==> config.mk <==
export PLATFORM = sky130hd
export DESIGN_NAME = dco_row_col_enc_flat
export DESIGN_NICKNAME = d
export VERILOG_FILES = /design/src/rtl/dco_ctrl_pkg.sv /design/src/rtl/dco_row_col_enc_if.sv /design/src/rtl/therm_enc.sv /design/src/rtl/dco_row_col_enc.sv /design/src/flat_wrapper.sv
export SDC_FILE = /design/constraint.sdc
export NUM_CORES = 1
export LEC_CHECK = 0
export BUFFER_PORTS_ARGS = -buffer_cell sky130_fd_sc_hd__buf_2
export CORE_ASPECT_RATIO = 0.8
export CORE_MARGIN = 4
export CORE_UTILIZATION = 35
export DETAILED_ROUTE_END_ITERATION = 16
export GPL_ROUTABILITY_DRIVEN = 0
export PLACE_DENSITY_LB_ADDON = 0.3
export SYNTH_ARGS = -nofsm -noshare
export SYNTH_HDL_FRONTEND = slang
export SYNTH_SLANG_ARGS = --single-unit
==> constraint.sdc <==
create_clock -name clk -period 15.4 [get_ports clk]
set_input_delay 3.08 -clock clk [delete_from_list [all_inputs] [get_ports clk]]
set_output_delay 3.08 -clock clk [all_outputs]
set_load 0.02 [all_outputs]
==> src/rtl/dco_ctrl_pkg.sv <==
// Shared definitions for the DCO row/column code path: FSM states,
// default word geometry and the reset code.
package dco_ctrl_pkg;
  typedef enum logic [1:0] {IDLE = 2'd0, STEP = 2'd1, SETTLE = 2'd2} state_t;

  localparam int DEF_WORD_W = 8;
  localparam int DEF_ROW_W  = 4;
  localparam int RST_CODE   = 0;
endpackage

==> src/rtl/dco_row_col_enc_if.sv <==
// Tuning-word handshake plus the row/column code bundle presented to the
// capacitor-bank code register.
interface dco_row_col_enc_if
  import dco_ctrl_pkg::*;
#(
  parameter int WORD_W = DEF_WORD_W,
  parameter int ROW_W  = DEF_ROW_W,
  parameter int SIZE   = 1 << ROW_W
);
  logic [WORD_W-1:0] tune_word;
  logic              tune_valid;
  logic              tune_ready;
  logic [SIZE-1:0]   r_all_nxt;
  logic [SIZE-1:0]   row_nxt;
  logic [SIZE-1:0]   col_nxt;
  logic              en;
  logic [WORD_W-1:0] cur_code;

  modport master (
    output tune_word, tune_valid,
    input  tune_ready, r_all_nxt, row_nxt, col_nxt, en, cur_code
  );

  modport slave (
    input  tune_word, tune_valid,
    output tune_ready, r_all_nxt, row_nxt, col_nxt, en, cur_code
  );
endinterface

==> src/rtl/therm_enc.sv <==
// Binary-to-thermometer decoder: bit i of therm is set when i < k.
module therm_enc #(
  parameter int ROW_W = 4,
  parameter int SIZE  = 1 << ROW_W
) (
  input  logic [ROW_W-1:0] k,
  output logic [SIZE-1:0]  therm
);
  for (genvar i = 0; i < SIZE; i++) begin : g_bit
    assign therm[i] = (ROW_W'(i) < k);
  end
endmodule

==> src/rtl/dco_row_col_enc.sv <==
// Tuning word -> row/column thermometer codes with slew-limited ramping.
// Build option: define DCO_SLEW_LIMIT_EN to step by MAX_STEP; otherwise one jump per word.
module dco_row_col_enc
  import dco_ctrl_pkg::*;
#(
  parameter int WORD_W     = DEF_WORD_W,
  parameter int ROW_W      = DEF_ROW_W,
  parameter int SIZE       = 1 << ROW_W,
  parameter int MAX_STEP   = 16,
  parameter int SETTLE_CYC = 4
) (
  input logic               clk,
  input logic               rst,
  dco_row_col_enc_if.slave  bus
);
`ifdef DCO_SLEW_LIMIT_EN
  localparam int LIM_I = MAX_STEP;
`else
  localparam int LIM_I = 1 << WORD_W;
`endif
  localparam int LIM_C = (LIM_I > (1 << WORD_W)) ? (1 << WORD_W) : LIM_I;
  localparam logic [WORD_W:0] STEP_LIM = (WORD_W+1)'(LIM_C);
  localparam int CNT_W = (SETTLE_CYC > 1) ? $clog2(SETTLE_CYC) : 1;

  state_t state, nxt_state;
  logic [WORD_W-1:0] target, cur_q, step_code;
  logic [CNT_W-1:0]  cnt;
  logic [SIZE-1:0]   r_all_q, row_q, col_q, r_all_d, col_d;
  logic              en_q, ready_q, load, accept;
  logic signed [WORD_W:0] diff;
  logic [WORD_W:0]   mag, stp, sum;

  assign accept = (state == IDLE) && bus.tune_valid && ready_q;

  // Signed difference one bit wider than the code, so the clamped step
  // can never carry past either end of the code range.
  always_comb begin
    nxt_state = state;
    load      = 1'b0;
    diff      = $signed({1'b0, target}) - $signed({1'b0, cur_q});
    mag       = diff[WORD_W] ? $unsigned(-diff) : $unsigned(diff);
    stp       = (mag > STEP_LIM) ? STEP_LIM : mag;
    sum       = diff[WORD_W] ? ({1'b0, cur_q} - stp) : ({1'b0, cur_q} + stp);
    step_code = sum[WORD_W-1:0];
    case (state)
      IDLE:    if (accept) nxt_state = STEP;
      STEP: begin
        if (diff == '0) nxt_state = IDLE;
        else begin
          load      = 1'b1;
          nxt_state = SETTLE;
        end
      end
      SETTLE:  if (cnt == '0) nxt_state = STEP;
      default: nxt_state = IDLE;
    endcase
  end

  therm_enc #(.ROW_W(ROW_W), .SIZE(SIZE)) u_rall (
    .k     (step_code[WORD_W-1:ROW_W]),
    .therm (r_all_d)
  );

  therm_enc #(.ROW_W(ROW_W), .SIZE(SIZE)) u_col (
    .k     (step_code[ROW_W-1:0]),
    .therm (col_d)
  );

  always_ff @(posedge clk) begin
    if (rst) begin
      state   <= IDLE;
      target  <= WORD_W'(RST_CODE);
      cur_q   <= WORD_W'(RST_CODE);
      cnt     <= '0;
      r_all_q <= '0;
      row_q   <= '0;
      col_q   <= '0;
      en_q    <= 1'b0;
      ready_q <= 1'b0;
    end else begin
      state   <= nxt_state;
      ready_q <= (nxt_state == IDLE);
      en_q    <= load;
      if (accept) target <= bus.tune_word;
      if (load) begin
        cur_q   <= step_code;
        r_all_q <= r_all_d;
        row_q   <= SIZE'(1) << step_code[WORD_W-1:ROW_W];
        col_q   <= col_d;
        cnt     <= CNT_W'(SETTLE_CYC - 1);
      end else if (state == SETTLE && cnt != '0) begin
        cnt <= cnt - 1'b1;
      end
    end
  end

  assign bus.tune_ready = ready_q;
  assign bus.en         = en_q;
  assign bus.cur_code   = cur_q;
  assign bus.r_all_nxt  = r_all_q;
  assign bus.row_nxt    = row_q;
  assign bus.col_nxt    = col_q;
endmodule

==> src/flat_wrapper.sv <==
// flat-port wrapper written by rule: the top's interface ports become plain ports
module dco_row_col_enc_flat import dco_ctrl_pkg::*;
#(
  parameter int WORD_W     = DEF_WORD_W,
  parameter int ROW_W      = DEF_ROW_W,
  parameter int SIZE       = 1 << ROW_W,
  parameter int MAX_STEP   = 16,
  parameter int SETTLE_CYC = 4
)
  (clk, rst, bus_tune_word, bus_tune_valid, bus_tune_ready, bus_r_all_nxt, bus_row_nxt, bus_col_nxt, bus_en, bus_cur_code);
  dco_row_col_enc_if #(.WORD_W(WORD_W), .ROW_W(ROW_W), .SIZE(SIZE)) bus_i ();
  input logic clk;
  input logic rst;
  input wire logic [$bits(bus_i.tune_word)-1:0] bus_tune_word;
  input wire logic [$bits(bus_i.tune_valid)-1:0] bus_tune_valid;
  output wire logic [$bits(bus_i.tune_ready)-1:0] bus_tune_ready;
  output wire logic [$bits(bus_i.r_all_nxt)-1:0] bus_r_all_nxt;
  output wire logic [$bits(bus_i.row_nxt)-1:0] bus_row_nxt;
  output wire logic [$bits(bus_i.col_nxt)-1:0] bus_col_nxt;
  output wire logic [$bits(bus_i.en)-1:0] bus_en;
  output wire logic [$bits(bus_i.cur_code)-1:0] bus_cur_code;
  assign bus_i.tune_word = bus_tune_word;
  assign bus_i.tune_valid = bus_tune_valid;
  assign bus_tune_ready = bus_i.tune_ready;
  assign bus_r_all_nxt = bus_i.r_all_nxt;
  assign bus_row_nxt = bus_i.row_nxt;
  assign bus_col_nxt = bus_i.col_nxt;
  assign bus_en = bus_i.en;
  assign bus_cur_code = bus_i.cur_code;
  dco_row_col_enc #(.WORD_W(WORD_W), .ROW_W(ROW_W), .SIZE(SIZE), .MAX_STEP(MAX_STEP), .SETTLE_CYC(SETTLE_CYC)) u_core (.clk(clk), .rst(rst), .bus(bus_i));
endmodule
# Word level (Yosys, flattened, before mapping)

Cells that the tools add are included.

$add $sub $neg: 5
$lt $le $gt $ge: 33
Equal/unequal tests: 2
Shifts and indexed selects: 1
Multiplexer cells: 11
Reduce and logical (&&, ||, !) cells: 9

Operators with widths:

| cell                                                                  | count |
|---|---|
| 4-bit < comparator, first input constant                              | 16 |
| 3-bit by 4-bit < comparator with 1-bit output, first input constant   | 8 |
| 1-bit by 4-bit < comparator with 1-bit output, first input constant   | 4 |
| 2-bit by 4-bit < comparator with 1-bit output, first input constant   | 4 |
| 8-bit two-way mux                                                     | 2 |
| 1-bit by 4-bit left shift with 16-bit output, first input constant    | 1 |
| 2-bit two-way mux                                                     | 5 |
| 9-bit > comparator, second input constant                             | 1 |
| 9-bit zero test                                                       | 1 |
| 9-bit two-way mux                                                     | 1 |
| 9-bit negator                                                         | 1 |
| 8-bit by 8-bit subtractor with 9-bit output                           | 1 |
| 8-bit adder                                                           | 1 |
| 8-bit subtractor                                                      | 1 |
| 2-bit zero test                                                       | 3 |
| 2-bit case mux with 3 select lines                                    | 1 |
| 2-bit nonzero test                                                    | 2 |
| 1-bit logical AND                                                     | 3 |
| 2-bit by 1-bit equality test with 1-bit output, second input constant | 1 |
| 2-bit equality test, second input constant                            | 1 |
| 1-bit two-way mux                                                     | 2 |
| 2-bit by 1-bit subtractor with 2-bit output, second input constant    | 1 |

Bits in registers: 70
Input bits: 11
Output and inout port bits: 58
Word-level logic and storage cells: 70

# Longest topological paths before layout

Gate-level depths: netlist (run 1).

Depth in word-level cells: 8
Gate-level depth with buffers: 26
Depth with buffers taken out: 25

# Cells and area by module

A second synthesis (run 1) with hierarchy kept.

Cells, all modules: 452
Area total of the unflattened synthesis: 3946.3 sq um

By module, submodules not included:

| module          | times used | cells an instance | area an instance (sq um) | seq. area each (sq um) |
|---|---|---|---|---|
| dco_row_col_enc | 1          | 400               | 3648.5                   | 1401.3 |
| therm_enc       | 2          | 26                | 148.9                    | 0.0 |

# Least setup slack after synthesis (run 1)

OpenSTA, ideal clock, no wires.

Kind: reg-to-reg
Start: register u_core.cur_q[0] (netlist: u_core.bus.cur_code[0])
End: register u_core.r_all_q[0] (netlist: u_core.bus.r_all_nxt[0])
Setup time: 0.145 ns
Arrival: 5.157 ns
Required time: 15.255 ns
Slack: 10.098 ns
Cell stages (with the launch flop): 25
Path buffers: 1
Clock period less this slack: 5.302 ns
Cell sequence: dfxtp_1 > ha_1 > fa_1 > nand2b_1 > a211oi_1 > o211ai_1 > a31o_2 > nor3_1 > and2_1 > nand2_1 > o211ai_1 > ha_1 > and2_1 > a31oi_1 > ha_1 > nor2b_1 > o2111ai_1 > nand4b_1 > a21o_1 > a21o_1 > xnor2_1 > xnor2_1 > xnor2_2 > buf_6 > a31oi_2

Cells in the longest elaborated chain, start to end: 8
Elaborated cells between the ends (all ways): 12
Those cells by class: add/sub (4); order compare (2); mux (5); reduce/logical (1)

Ends and longest elaborated chain:

| what                                                   | line                  | source |
|---|---|---|
| start, declared                                        | dco_row_col_enc.sv:26 | `logic [WORD_W-1:0] target, cur_q, step_code;` |
| start signal, assigned                                 | dco_row_col_enc.sv:73 | `cur_q <= WORD_W'(RST_CODE);` |
| start signal, assigned                                 | dco_row_col_enc.sv:86 | `cur_q <= step_code;` |
| 8-bit by 8-bit subtractor with 9-bit output            | dco_row_col_enc.sv:40 | `diff = $signed({1'b0, target}) - $signed({1'b0, cur_q});` |
| 9-bit negator                                          | dco_row_col_enc.sv:41 | `mag = diff[WORD_W] ? $unsigned(-diff) : $unsigned(diff);` |
| 9-bit two-way mux                                      | dco_row_col_enc.sv:41 |  |
| 9-bit > comparator                                     | dco_row_col_enc.sv:42 | `stp = (mag > STEP_LIM) ? STEP_LIM : mag;` |
| 8-bit two-way mux                                      | dco_row_col_enc.sv:42 |  |
| 8-bit adder / 8-bit subtractor (equally long branches) | dco_row_col_enc.sv:43 | `sum = diff[WORD_W] ? ({1'b0, cur_q} - stp) : ({1'b0, cur_q} + stp);` |
| 8-bit two-way mux                                      | dco_row_col_enc.sv:43 |  |
| 1-bit by 4-bit < comparator with 1-bit output          | therm_enc.sv:10       | `assign therm[i] = (ROW_W'(i) < k);` |
| end signal, assigned                                   | dco_row_col_enc.sv:87 | `r_all_q <= r_all_d;` |
| end, declared                                          | dco_row_col_enc.sv:28 | `logic [SIZE-1:0] r_all_q, row_q, col_q, r_all_d, col_d;` |

Parallel ways exist; a longest one is shown, timed or not.
A chain may end at the register's enable or synchronous reset.

# Final worst setup path (run 1)

Start: register u_core.target[0]
End: register u_core.row_q[10] (netlist: u_core.bus.row_nxt[10])

Cells in the longest elaborated chain, start to end: 8
Elaborated cells between the ends (all ways): 12
Those cells by class: add/sub (4); order compare (1); shift (1); mux (5); reduce/logical (1)

Ends and longest elaborated chain:

| what                                                   | line                  | source |
|---|---|---|
| start, declared                                        | dco_row_col_enc.sv:26 |  |
| start signal, assigned                                 | dco_row_col_enc.sv:72 | `target <= WORD_W'(RST_CODE);` |
| start signal, assigned                                 | dco_row_col_enc.sv:84 | `if (accept) target <= bus.tune_word;` |
| 8-bit by 8-bit subtractor with 9-bit output (*)        | dco_row_col_enc.sv:40 |  |
| 9-bit negator                                          | dco_row_col_enc.sv:41 |  |
| 9-bit two-way mux                                      | dco_row_col_enc.sv:41 |  |
| 9-bit > comparator                                     | dco_row_col_enc.sv:42 |  |
| 8-bit two-way mux                                      | dco_row_col_enc.sv:42 |  |
| 8-bit adder / 8-bit subtractor (equally long branches) | dco_row_col_enc.sv:43 |  |
| 8-bit two-way mux                                      | dco_row_col_enc.sv:43 |  |
| 1-bit by 4-bit left shift with 16-bit output           | dco_row_col_enc.sv:88 | `row_q <= SIZE'(1) << step_code[WORD_W-1:ROW_W];` |
| end signal, assigned                                   | dco_row_col_enc.sv:88 |  |
| end, declared                                          | dco_row_col_enc.sv:28 |  |

Every way passes the cells marked *; elsewhere a longest branch is shown, timed or not.

==> summary.md, run 1 <==
| Metric | Value |
|---|---|
| Vias in the first global route | `2,837` |
| Mapped Area | `3560 µm²` |
| Slew Viols, Final | `0` |
| Layout Skew | `7.27 ps` |
| Max Cap Violations | `0` |
| Drt first pass iters | `5` |
| Final setup margin | `9160 ps` |
| Gr ovfl total | `0` |
| Fmax | `160 MHz` |
| Worst hold-check path type | `flop to flop` |
| Status | `finished clean` |
| Starting density of the core | `approximately 36%` |
| Unrepaired setup endpoints after global routing | `no` |
| Die span in y | `98.3 µm` |
| Longest Clk Path Bufs | `2` |
| Most frequent cells in the layout | `66 x buf_2, 66 x dfxtp_1, 53 x nor2_1, 30 x a21oi_1, 25 x nand2_1` |
| GR Util All Layers | `14.9%` |
| Total setup buffers inserted after CTS | `0` |
| Num CTS Buffers | `9` |
| Fin crit share | `about two fifths` |
| Final hold violations | `0` |
| Post-Syn Instances | `415` |
| Number of cells on the worst reg-to-reg path | `24` |
| Dpl cells | `594` |
| Min-Delay Path Depth | `2` |
| YS warnings | `0` |
| Worst path required time | `15,670 ps` |
| Fin nets | `500` |
| DIE AREA | `between 10,000 and 15,000 µm²` |
| Core Box Area | `just under 10,000 µm²` |
| Synth cell types | `62` |
| H-tree depth | `3` |
| Cell chosen for the clock root | `clkbuf_16` |
| Syn avg cell area | `8.59 µm²` |
| CP startpoint kind | `flop` |
| Clock transition at the registers of the reported paths | `about 50 ps` |
| Hold_buf cts | `0` |
| Routed Antenna Nets | `0` |
| M2 GR Usage | `approximately a fifth` |
| Final setup TNS | `0 ps` |
| Final instance area | `4280 µm²` |
| Share of cells above drive strength 1 | `21.8%` |
| Data arrival, critical path | `roughly 6500 ps` |
| Slew margin rel. | `19.8%` |
| Die width | `121 µm` |
| CTS tree | `built` |
| Clk sinks | `66` |
| Input/output buffers | `66` |
| First-pass GRT wire length | `between 10 and 15 mm` |
| Layout area overhead | `19.9%` |
| # DRC | `0` |
| Main flop type after synthesis | `dfxtp_1` |
| Drt via density | `5.23` |
| Post-DP HPWL | `approximately 6.5 mm` |
| DR iter-0 viols | `slightly below 200` |
| Met3 usage | `4.28%` |
| Initial antenna violation count | `0` |
| Flops & latches, synth | `66` |
| Most crowded layer after global routing | `met1` |
| Wire per inst | `14.8 µm` |
| Final setup fails | `0` |
| Critical path endpoint category | `flop` |
| Via count | `3,186` |
| Final WL | `9.03 mm` |
| Fin cells | `609` |
| Worst-skew pair later-pin latency | `330 ps` |
| FP Rows | `32` |
| N_diodes | `0` |
| DP Area | `3970 µm²` |
| Async S/R FF share, synth | `0%` |
| Fin crit period | `roughly 6200 ps` |
| Pin count of the biggest net entering global routing | `between 60 and 70` |
| Worst slew pin tran | `1190 ps` |
| Seq/Total Area, Yosys | `37.1%` |
| Max FO, Critical Path | `12` |
| # IOs | `69` |
| GR met1 Demand/Resource | `roughly 22%` |
| CTS resizes | `0` |
| EDFF count, synth | `0` |
| Crit path kind | `flop to flop` |
| Setup WS pre-CTS | `9200 ps` |
[final cells by class]
cell class,instances,area [µm²]
clock inverters,3,65.1
fillers,994,5490
inverters,21,78.8
repair buffers,69,353
well taps,136,170
flip-flops and latches,66,1320
multi-input cells,302,2050
clock buffers,12,236
[worst max-delay path, cell delays in order (launching register included)]
cell and delay, ps:
dfxtp_1 310, inv_1 50, ha_1 200, fa_1 440, nand2b_1 210, a21oi_1 180, xnor2_1 310, nand2_1 230
nor3_1 410, and2_1 280, nand2_1 100, o211ai_1 120, ha_1 260, and2_1 130, a31oi_1 240, ha_1 280
nor2b_1 140, o2111ai_1 180, nand4b_1 160, a21o_1 210, a21o_1 180, xnor2_1 130, xnor2_1 320, xor2_1 830
a32o_1 270
[per-stage QoR]
stage	hold slack (ps)	utilization (%)
global route	485	43.8
floorplan	465	-
CTS	459	43.8
global placement	448	40.7
detailed placement	452	40.7
finish	454	43.8
[logic make-up (layout without fill, tap and decap cells)]
logic type	Yosys count	in the layout	synth area share (%)
simple gates	139	139	18.3
compound gates	114	114	24.0
flops	66	66	37.1
buf+inv	48	105	6.04
fa+ha+maj	20	20	7.44
xor+xnor	20	20	5.12
mux	7	7	1.97
other cells	1	2	0.105
[metal layers]
metal | part of all wire (%) | up-vias
met5 | 0 | -
met4 | 2.0 | 0
met3 | 6.5 | 14
met2 | 42 | 102
met1 | 50 | 1478
li1 | - | 1592
[path summary, 6_finish.rpt]
check                                       from                                  end  slack, ps
max                u_core.target[0]$_SDFFE_PP0P_  u_core.bus.row_nxt[10]$_SDFFE_PP0P_       9160
min          u_core.bus.row_nxt[13]$_SDFFE_PP0P_  u_core.bus.row_nxt[13]$_SDFFE_PP0P_        450
max reg2reg        u_core.target[0]$_SDFFE_PP0P_  u_core.bus.row_nxt[10]$_SDFFE_PP0P_       9160
min reg2reg  u_core.bus.row_nxt[13]$_SDFFE_PP0P_  u_core.bus.row_nxt[13]$_SDFFE_PP0P_        450
[registers in the layout (all words and copies together), names as in the netlist]
| register | count |
|---|---|
| u_core.bus.col_nxt | 14 |
| u_core.bus.cur_code | 7 |
| u_core.bus.en | 1 |
| u_core.bus.r_all_nxt | 15 |
| u_core.bus.row_nxt | 16 |
| u_core.bus.tune_ready | 1 |
| u_core.cnt | 2 |
| u_core.state | 2 |
| u_core.target | 8 |
[Yosys cell counts, drive strengths merged, types with 10 or more instances]
library cell	count	area (µm²)
nor3	10	50.1
clkbuf	14	52.6
a21oi	30	150
nand3	21	105
xnor2	14	130
o21ai	26	130
dfxtp	66	1320
inv	21	78.8
ha	18	225
nand2	25	93.8
nor2	53	199
buf	13	83.8
Power of run 1 is left out: the tool's default activity adds up to more than one toggle a clock period on the data nets, which glitch-free logic cannot reach.
==> run 2, diff against run 1 <==
- clock period: 15.4 -> 6.3 ns (I/O delays scaled with it)
==> run 2 against run 1 <==
  * Via count rose by 1.3%
  * Setup slack got worse by 8600 ps
  * Critical endpoint is now u_core.bus.r_all_nxt[11]$_SDFFE_PP0P_
  * Critical path depth did not move
  * Critical path type unchanged
  * Worst hold slack got worse by 1.2 ps
  * Clock skew barely moved
  * Utilization rose by 0.77 points
  * Largest cell class unchanged
  * Non-clock buffer count rose by 8
  * First-iteration DRC count fell by 3.6%
  * Register-to-register slack got worse by 8600 ps
==> summary.md, run 2 (synthesis gave the netlist of run 1 again) <==
| Metric | Value |
|---|---|
| FP Rows | `32 (unchanged)` |
| Status | `finished clean` |
| R2r startpoint | `u_core.bus.cur_code[0]$_SDFFE_PP0P_` |
| Slew margin rel. | `39.3% (+20 points)` |
| Multi-input logic area | `2060 µm² (+0.55%)` |
| Routed Antenna Nets | `0 (unchanged)` |
| Fin crit period | `5790 ps (-452 ps)` |
| Critical path endpoint category | `flop` |
| GR Util All Layers | `15.8% (+0.89 points)` |
| Crit-path cells | `ha_1, fa_1, nand2b_1, a21oi_1, xnor2_1, nand2_1, nor3_1, buf_4, and2_1, nand2_1, o211ai_1, ha_1, and2_1, a31oi_1, ha_1, nor2b_1, o2111ai_1, nand4b_1, a21o_1, a21o_1, xnor2_1, xnor2_1, xnor2_4, o41ai_2` |
| DIE AREA | `11,900 µm² (unchanged)` |
| Fin crit share | `91.8% (+51 points)` |
| Die span in y | `98.3 µm (unchanged)` |
| Max FO, Critical Path | `19 (+7)` |
| Initial antenna violation count | `0 (unchanged)` |
| Min-Delay Path Depth | `2 (unchanged)` |
| Final hold violations | `0 (unchanged)` |
| Unrepaired setup endpoints after global routing | `no` |
| Clk sinks | `66 (unchanged)` |
| Max FFs per register | `16 (unchanged)` |
| Pin count of the biggest net entering global routing | `47 (-23%)` |
| Max stage delay on crit path | `440 ps (-390 ps)` |
| Worst path required time | `6530 ps (-9140 ps)` |
| Gr ovfl total | `0 (unchanged)` |
| Cell chosen for the clock root | `clkbuf_16` |
| Hold Path Sink | `u_core.bus.row_nxt[6]$_SDFFE_PP0P_` |
| Via count | `3,226 (+1.3%)` |
| R2R Setup Slk | `510 ps (-8650 ps)` |
| Slew Viols, Final | `0 (unchanged)` |
| Fin nets | `508 (+1.6%)` |
| Min-delay src | `u_core.bus.row_nxt[6]$_SDFFE_PP0P_` |
| H-tree depth | `3 (unchanged)` |
| Post-DP HPWL | `6.72 mm (+2.7%)` |
| DR iter-0 viols | `190 (-3.6%)` |
| Final WL | `9.28 mm (+2.8%)` |
| Final setup TNS | `0 ps (unchanged)` |
| Crit path kind | `flop to flop` |
| Reg area | `1320 µm² (unchanged)` |
| Wire per inst | `15.0 µm (+1.3%)` |
| Max Cap Violations | `0 (unchanged)` |
| Num CTS Buffers | `9 (unchanged)` |
| Fill cells | `989 (-0.50%)` |
| Core Box Area | `9770 µm² (unchanged)` |
| # DRC | `0 (unchanged)` |
| Share of cells above drive strength 1 | `23.9% (+2.1 points)` |
| Starting density of the core | `36.5% (unchanged)` |
| Layout area overhead | `22.0%` |
| Input/output buffers | `66 (unchanged)` |
| Die width | `121 µm (unchanged)` |
| CTS tree | `built` |
| CP startpoint kind | `flop` |
| Delay-heaviest family, CP | `compound AO/OA/AOI/OAI gates` |
| Fin util | `44.5% (+0.77 points)` |
| Data arrival, critical path | `6020 ps (-480 ps)` |
| First-pass GRT wire length | `15.1 mm (+5.6%)` |
| Drt via density | `5.22 (-0.22%)` |
| # IOs | `69 (unchanged)` |
| Worst hold-check path type | `flop to flop` |
| Worst slew pin tran | `911 ps (-284 ps)` |
| N_diodes | `0 (unchanged)` |
| Layout Skew | `7.19 ps (-0.0789 ps)` |
| Most frequent cells in the layout | `66 x buf_2, 66 x dfxtp_1, 53 x nor2_1, 30 x a21oi_1, 25 x nand2_1` |
| Worst path bufs/invs | `1 (unchanged)` |
| Hold_buf cts | `0 (unchanged)` |
| Fin Hold WS | `453 ps (-1.16 ps)` |
| Worst-skew pair later-pin latency | `330 ps (about the same)` |
| Slowest library cell on the worst path | `xnor2_1` |
| Vias in the first global route | `3,057 (+7.8%)` |
| Fmax | `173 MHz (+7.8%)` |
| Longest Clk Path Bufs | `2 (unchanged)` |
| R2r endpoint | `u_core.bus.r_all_nxt[11]$_SDFFE_PP0P_` |
| Number of cells on the worst reg-to-reg path | `24 (unchanged)` |
| Drt first pass iters | `4 (-1)` |
| Final setup fails | `0 (unchanged)` |
| Clock transition at the registers of the reported paths | `60 ps (about the same)` |
[run 2: area by class of cell]
cell class	count	area share, %
multi-input combinational	302	47.4
sequential	66	30.4
timing repair buffer	77	9.49
clock buffer	10	5.49
tap	136	3.91
inverter	21	1.81
clock inverter	6	1.52
[run 2: tightest hold or removal path, delay by kind of cell, from the launching register on]
| family | cells | cell delay (ps) |
|---|---|---|
| and+or+nand+nor | 1 | 50 |
| AOI/OAI and AO/OA | 1 | 50 |
| DFF | 1 | 300 |
[run 2: worst max-delay path by stage]
stage	start	to	slack, ps	depth (start not counted)
floorplan	u_core.bus.cur_code[0]$_SDFFE_PP0P_	u_core.bus.r_all_nxt[0]$_SDFFE_PP0P_	1000	24
global placement	u_core.bus.cur_code[0]$_SDFFE_PP0P_	u_core.bus.r_all_nxt[0]$_SDFFE_PP0P_	490	24
detailed placement	u_core.bus.cur_code[0]$_SDFFE_PP0P_	u_core.bus.row_nxt[9]$_SDFFE_PP0P_	320	24
CTS	u_core.bus.cur_code[0]$_SDFFE_PP0P_	u_core.bus.row_nxt[9]$_SDFFE_PP0P_	290	24
global route	u_core.bus.cur_code[0]$_SDFFE_PP0P_	u_core.bus.row_nxt[9]$_SDFFE_PP0P_	80	24
finish	u_core.bus.cur_code[0]$_SDFFE_PP0P_	u_core.bus.r_all_nxt[11]$_SDFFE_PP0P_	510	24
[run 2: layer usage]
metal | part of all wire, % | wire (µm) | GRT usage [%]
met1 | 49 | 4590 | 21.8
met2 | 43 | 3980 | 22.9
met3 | 6.2 | 574 | 5.62
met4 | 1.4 | 132 | 5.14
met5 | 0 | 0 | 0
[run 2: metrics by stage]
step                std cells  cell area, µm²  worst slack [ps]
floorplan                 416            3570               998
global placement          602            4030               493
detailed placement        602            4030               325
CTS                       618            4340               290
global route              618            4350              80.5
finish                    618            4350               514
[run 2: what timing repair did]
action / CTS / global route
gates resized for setup: 0 / 1
buffers inserted: 0 / 0
endpoints found under the setup margin: 0 / 19
Power of run 2 is left out for the same reason.
